[src/rtl/mccu_quota_regulator.sv]
// Purpose : MemGuard-style quota regulator that reloads MCCU budgets periodically or by SW, and stalls a core that exhausts its quota.
// Latency : 1 cycle from reload to update_quota_o/quota_o, and from interruption to stall_req_o/irq_status_o/irq_o (all registered).
// Backpres: none; stall_req_o holds until the next reload (no timeout). Optional overrun counters are enabled with `define MCCU_REG_STATS_EN.
module mccu_quota_regulator #(
    parameter int DATA_WIDTH = 32,
    parameter int N_CORES    = 2,
    parameter int CNT_WIDTH  = 16
) (
    input  logic                                  clk_i,
    input  logic                                  rstn_i,
    input  logic                                  enable_i,
    input  logic [DATA_WIDTH-1:0]                 period_i,
    input  logic [N_CORES-1:0][DATA_WIDTH-1:0]    budget_i,
    input  logic                                  sw_reload_i,
    input  logic [N_CORES-1:0]                    interruption_quota_i,
    output logic [N_CORES-1:0][DATA_WIDTH-1:0]    quota_o,
    output logic [N_CORES-1:0]                    update_quota_o,
    output logic [N_CORES-1:0]                    stall_req_o,
    input  logic [N_CORES-1:0]                    stall_ack_i,
    output logic                                  irq_o,
    output logic [N_CORES-1:0]                    irq_status_o,
    input  logic [N_CORES-1:0]                    irq_clear_i,
    output logic [N_CORES-1:0][CNT_WIDTH-1:0]     overrun_cnt_o
);

    typedef enum logic [1:0] {
        S_IDLE       = 2'd0,
        S_RUN        = 2'd1,
        S_STALL_WAIT = 2'd2,
        S_STALLED    = 2'd3
    } state_t;

    logic [DATA_WIDTH-1:0] period_cnt_q;
    logic                  enable_q;
    logic                  boundary;
    logic                  enable_rise;
    logic                  reload;

    state_t                state_q [N_CORES];
    state_t                state_d [N_CORES];
    logic [N_CORES-1:0]    ovr_set;
    logic [N_CORES-1:0]    stall_d;
    logic [N_CORES-1:0]    status_d;

    // A period of 0 disables automatic reloads; a shortened period only
    // takes effect once the counter wraps (possibly through all-ones).
    assign boundary    = enable_i && (period_i != '0) &&
                         (period_cnt_q == (period_i - DATA_WIDTH'(1)));
    assign enable_rise = enable_i && !enable_q;
    assign reload      = boundary || sw_reload_i || enable_rise;

    // Period counter: runs while enabled, parked at 0 while disabled.
    always_ff @(posedge clk_i or negedge rstn_i) begin
        if (!rstn_i) begin
            period_cnt_q <= '0;
            enable_q     <= 1'b0;
        end else begin
            enable_q <= enable_i;
            if (!enable_i || boundary) begin
                period_cnt_q <= '0;
            end else begin
                period_cnt_q <= period_cnt_q + DATA_WIDTH'(1);
            end
        end
    end

    // Budget reload towards the MCCU: one-cycle update pulse, quota held in between.
    always_ff @(posedge clk_i or negedge rstn_i) begin
        if (!rstn_i) begin
            quota_o        <= '0;
            update_quota_o <= '0;
        end else begin
            update_quota_o <= {N_CORES{reload}};
            if (reload) begin
                quota_o <= budget_i;
            end
        end
    end

    // Per-core FSM next state; a reload always wins over interruption and ack.
    always_comb begin
        state_d = state_q;
        ovr_set = '0;
        stall_d = '0;
        for (int k = 0; k < N_CORES; k++) begin
            if (!enable_i) begin
                state_d[k] = S_IDLE;
            end else begin
                case (state_q[k])
                    S_IDLE: begin
                        state_d[k] = S_RUN;
                    end
                    S_RUN: begin
                        if (!reload && interruption_quota_i[k]) begin
                            state_d[k] = S_STALL_WAIT;
                            ovr_set[k] = 1'b1;
                        end
                    end
                    S_STALL_WAIT: begin
                        if (reload) begin
                            state_d[k] = S_RUN;
                        end else if (stall_ack_i[k]) begin
                            state_d[k] = S_STALLED;
                        end
                    end
                    S_STALLED: begin
                        if (reload) begin
                            state_d[k] = S_RUN;
                        end
                    end
                    default: begin
                        state_d[k] = S_IDLE;
                    end
                endcase
            end
            stall_d[k] = (state_d[k] == S_STALL_WAIT) || (state_d[k] == S_STALLED);
        end
    end

    // Sticky exhaustion flags: a new set beats a same-cycle W1C.
    assign status_d = (irq_status_o & ~irq_clear_i) | ovr_set;

    // FSM state register plus registered stall requests.
    always_ff @(posedge clk_i or negedge rstn_i) begin
        if (!rstn_i) begin
            for (int k = 0; k < N_CORES; k++) begin
                state_q[k] <= S_IDLE;
            end
            stall_req_o <= '0;
        end else begin
            for (int k = 0; k < N_CORES; k++) begin
                state_q[k] <= state_d[k];
            end
            stall_req_o <= stall_d;
        end
    end

    // Interrupt status and the aggregated line, updated together.
    always_ff @(posedge clk_i or negedge rstn_i) begin
        if (!rstn_i) begin
            irq_status_o <= '0;
            irq_o        <= 1'b0;
        end else begin
            irq_status_o <= status_d;
            irq_o        <= |status_d;
        end
    end

`ifdef MCCU_REG_STATS_EN
    logic [N_CORES-1:0][CNT_WIDTH-1:0] ovr_cnt_q;
    logic [N_CORES-1:0][CNT_WIDTH-1:0] ovr_cnt_d;

    // Saturating overrun counters; clear first, so clear+increment yields 1.
    always_comb begin
        ovr_cnt_d = ovr_cnt_q;
        for (int k = 0; k < N_CORES; k++) begin
            if (irq_clear_i[k]) begin
                ovr_cnt_d[k] = '0;
            end
            if (ovr_set[k] && (ovr_cnt_d[k] != {CNT_WIDTH{1'b1}})) begin
                ovr_cnt_d[k] = ovr_cnt_d[k] + CNT_WIDTH'(1);
            end
        end
    end

    // Overrun counter register.
    always_ff @(posedge clk_i or negedge rstn_i) begin
        if (!rstn_i) begin
            ovr_cnt_q <= '0;
        end else begin
            ovr_cnt_q <= ovr_cnt_d;
        end
    end

    assign overrun_cnt_o = ovr_cnt_q;
`else
    assign overrun_cnt_o = '0;
`endif

endmodule
[config.mk]
export PLATFORM = sky130hd
export DESIGN_NAME = mccu_quota_regulator
export DESIGN_NICKNAME = d
export VERILOG_FILES = /design/src/rtl/mccu_quota_regulator.sv
export SDC_FILE = /design/constraint.sdc
export NUM_CORES = 1
export LEC_CHECK = 0
export CAP_MARGIN = 40
export CORE_MARGIN = 4
export CORE_UTILIZATION = 40
export CTS_CLUSTER_SIZE = 30
export DETAILED_ROUTE_END_ITERATION = 8
export PLACE_DENSITY = 0.8
export SYNTH_ARGS = -nofsm -noshare
export SYNTH_HDL_FRONTEND = slang
export SYNTH_SLANG_ARGS = --single-unit
[constraint.sdc]
create_clock -name clk_i -period 4.19 [get_ports clk_i]
set_clock_uncertainty 0.15 [all_clocks]
set_input_delay 0.6285 -clock clk_i [delete_from_list [all_inputs] [get_ports clk_i]]
set_output_delay 0.6285 -clock clk_i [all_outputs]
set_load 0.01 [all_outputs]
==> summary.md <==
| Metric | Value |
|---|---|
| WP data arrival | 4.19 ns |
| Most common cell in the netlist | dfrtp_1 |
| Clk Latency, worst-skew pair | 0.35 ns |
| Site row count | 44 |
| CP Capture Type | flop |
| Worst-Margin Slew | 0.784 ns |
| Synth top area share | 44.8% |
| Total number of vias | 5029 |
| Cell taking the most area after synthesis | dfrtp_1 |
| Final GP Congestion | 0.885 |
| WL/cell | 18.2 um |
| FMAX | 244 MHz |
| Drt drc | 0 |
| Cell area after layout | 8760 um^2 |
| Root Buffer | clkbuf_16 |
| Initial core utilization | 40.9% |
| Core Box Area | 14600 um^2 |
| Final hold vios | 0 |
| GRT overflow | 0 |
| Cts hold-fix bufs | 0 |
| Pwr dens | 291 nW/um^2 |
| Yosys reg bits | 107 |
| Largest net degree at the start of global routing | 61 |
| Vert. Die Dim | 130 um |
| Layout net count | 884 |
| Layout Cells excl Fill | 964 |
| Gate Count Post-Synth | 534 |
| Routed wire length | 17.5 mm |
| Hold_ws | 0.200 ns |
| Synthesis Warnings | 0 |
| Fraction of registers with async set/reset | 100% |
| Leak pwr | 3.69 nW |
| Ratio of cells with drive above 1 in the final layout | 24.0% |
| Syn_area_per_cell | 11.2 um^2 |
| Top_reg_cell synth | dfrtp_1 |
| Starting DRT DRC Count | 232 |
| Worst r2r src | period_cnt_q[7] |
| Antenna Cells | 0 |
| Placed insts | 941 |
| Worst path required time | 4.28 ns |
| Vias in the first global route | 5327 |
| CTS Buf Count | 9 |
| Post-synth EDFFs | 0 |
| DR pass1 iterations | 4 |
| Overall routing resource usage | 20.2% |
| CTS clk-pin slew, worst paths | 0.07 ns |
| Crit-path max FO | 10 |
| Via density | 5.22 |
| Worst reg2reg path endpoint | quota_o[12] |
| Crit. Startpoint | period_i[3] |
| Final ANT Viol Nets | 0 |
| Initial antenna violation count | 0 |
| Detailed-placement wirelength estimate | 13.2 mm |
| Unique cell type count in the Yosys netlist | 66 |
| Max-Cap Viols | 0 |
| Buffers on Ports | 176 |
| Synth area leaders | dfrtp_1 45%, mux2_4 6.8%, mux2_2 6.6% |
| Slew HR | 47.8% |
| Placed Area | 8240 um^2 |
| Post-synth top cells | 107 x dfrtp_1, 57 x nor2_1, 37 x buf_4, 37 x xnor2_1, 35 x mux2_2 |
| IO Pins | 209 |
| Wire length of the first global-routing pass | 26.8 mm |
| Ratio of final minimum period to clock period | 98.0% |
| Die Area | 17000 um^2 |
| R2r setup slk | 0.70 ns |
| Die width | 130 um |
| CTS max path bufs | 2 |
| CTS tree | yes |
| Min Tclk post-route | 4.11 ns |
| Post-synthesis sequential area ratio | 44.8% |
| Clk sinks | 107 |
| Status | finished clean |
| Worst hold path class | input port to asynchronous set/reset pin |
| Crit Path Class | input port to flop |
| # setup viols final | 0 |
| Worst Setup Start Kind | input port |
| VDD IR max | 0.000268 V |
| Filler instances | 1180 |
| Post-synthesis cell area | 5970 um^2 |
| H-tree depth | 3 |
| R2R cell count | 12 |
| Area growth syn-to-layout | 46.6% |
| Fin. max-slew vios | 0 |
-- critical path: stages --
cell	delay, ns
clkdlybuf4s50_1	0.42
buf_4	0.17
or3b_4	0.40
or3_4	0.36
buf_4	0.17
nor3_1	0.14
o21ai_0	0.13
a2111oi_2	0.38
buf_4	0.19
o2111ai_2	0.17
o221ai_4	0.31
buf_12	0.16
buf_16	0.13
buf_4	0.12
mux2_2	0.32
-- cell usage in the layout (no fill, tap or decap), drive strengths merged, types with 6 or more instances in the layout --
master and n:
nor4 14, clkbuf 11, and4 6, or4 7, a21oi 10, xnor2 37, mux2 65, buf 77
or3 7, xor2 29, a2111oi 6, nand4 10, and3 6, nor2b 6, o21ai 6, inv 10
conb 32, nand3 15, clkdlybuf4s50 170, dfrtp 107, nand2 15, nor3 13, nor2 57
-- logic make-up after synthesis --
logic type / Yosys count / share of synthesized area, %
and+or+nand+nor: 174 / 16.0
DFF: 107 / 44.8
other: 1 / 0.0628
AOI/OAI and AO/OA: 54 / 7.12
xor gates and xnor gates: 66 / 9.68
buffers and inverters: 62 / 7.44
muxes: 67 / 14.3
adders and majority gates: 3 / 0.628
-- through the flow --
stage	total power, mW	setup slack (ns)	TNS (ns)	utilization, %
floorplan	1.40	0.135	0	-
global placement	1.71	-0.625	-51.66	56.5
detailed placement	1.73	-0.595	-46.63	56.5
CTS	2.55	0.00486	0	59.1
global route	2.65	-0.0151	-0.0151	60.0
finish	2.55	0.0834	0	60.0
-- what timing repair did --
item / 4_1_cts / 5_1_grt
pin swaps: 5 / 13
setup endpoints to repair: 64 / 86
buffers inserted: 2 / 3
cloned: 1 / 1
gates resized for setup: 12 / 19
-- state kept, by name, indices dropped and copies added (netlist names) --
signal,flops
update_quota_o,1
irq_status_o,2
enable_q,1
irq_o,1
state_q,4
stall_req_o,2
quota_o,64
period_cnt_q,32
-- worst max-delay path by stage --
stage                        endpoint  slack, ns  cells after the start
after floorplan           quota_o[38]       0.14                     14
after global placement     quota_o[9]      -0.63                     15
after detailed placement   quota_o[9]      -0.60                     12
after CTS                 quota_o[12]      0.005                     13
after global routing      quota_o[12]      -0.02                     15
final                     quota_o[12]       0.08                     15
-- area by class of cell --
type | count | area, um^2 | area share, %
tap | 184 | 230 | 2.63
timing repair buffer | 253 | 2430 | 27.8
clock inverter | 6 | 47.5 | 0.543
inverter | 8 | 30.0 | 0.343
clock buffer | 10 | 239 | 2.73
multi-input combinational | 396 | 3100 | 35.4
sequential | 107 | 2680 | 30.6
-- power by group --
part	total (mW)	switching [mW]	internal (mW)
clock	0.816	0.389	0.426
sequential	1.15	0.0458	1.10
combinational	0.583	0.233	0.349
total	2.55	0.669	1.88
-- routing by layer --
metal	vias to the layer above	GRT usage (%)	part of all wire, %
met1	2472	23.9	38
li1	2320	-	-
met3	42	5.77	7.7
met5	-	0	0
met2	195	34.6	51
met4	0	8.07	2.8
Note: power is estimated with default switching activity, not from simulation.
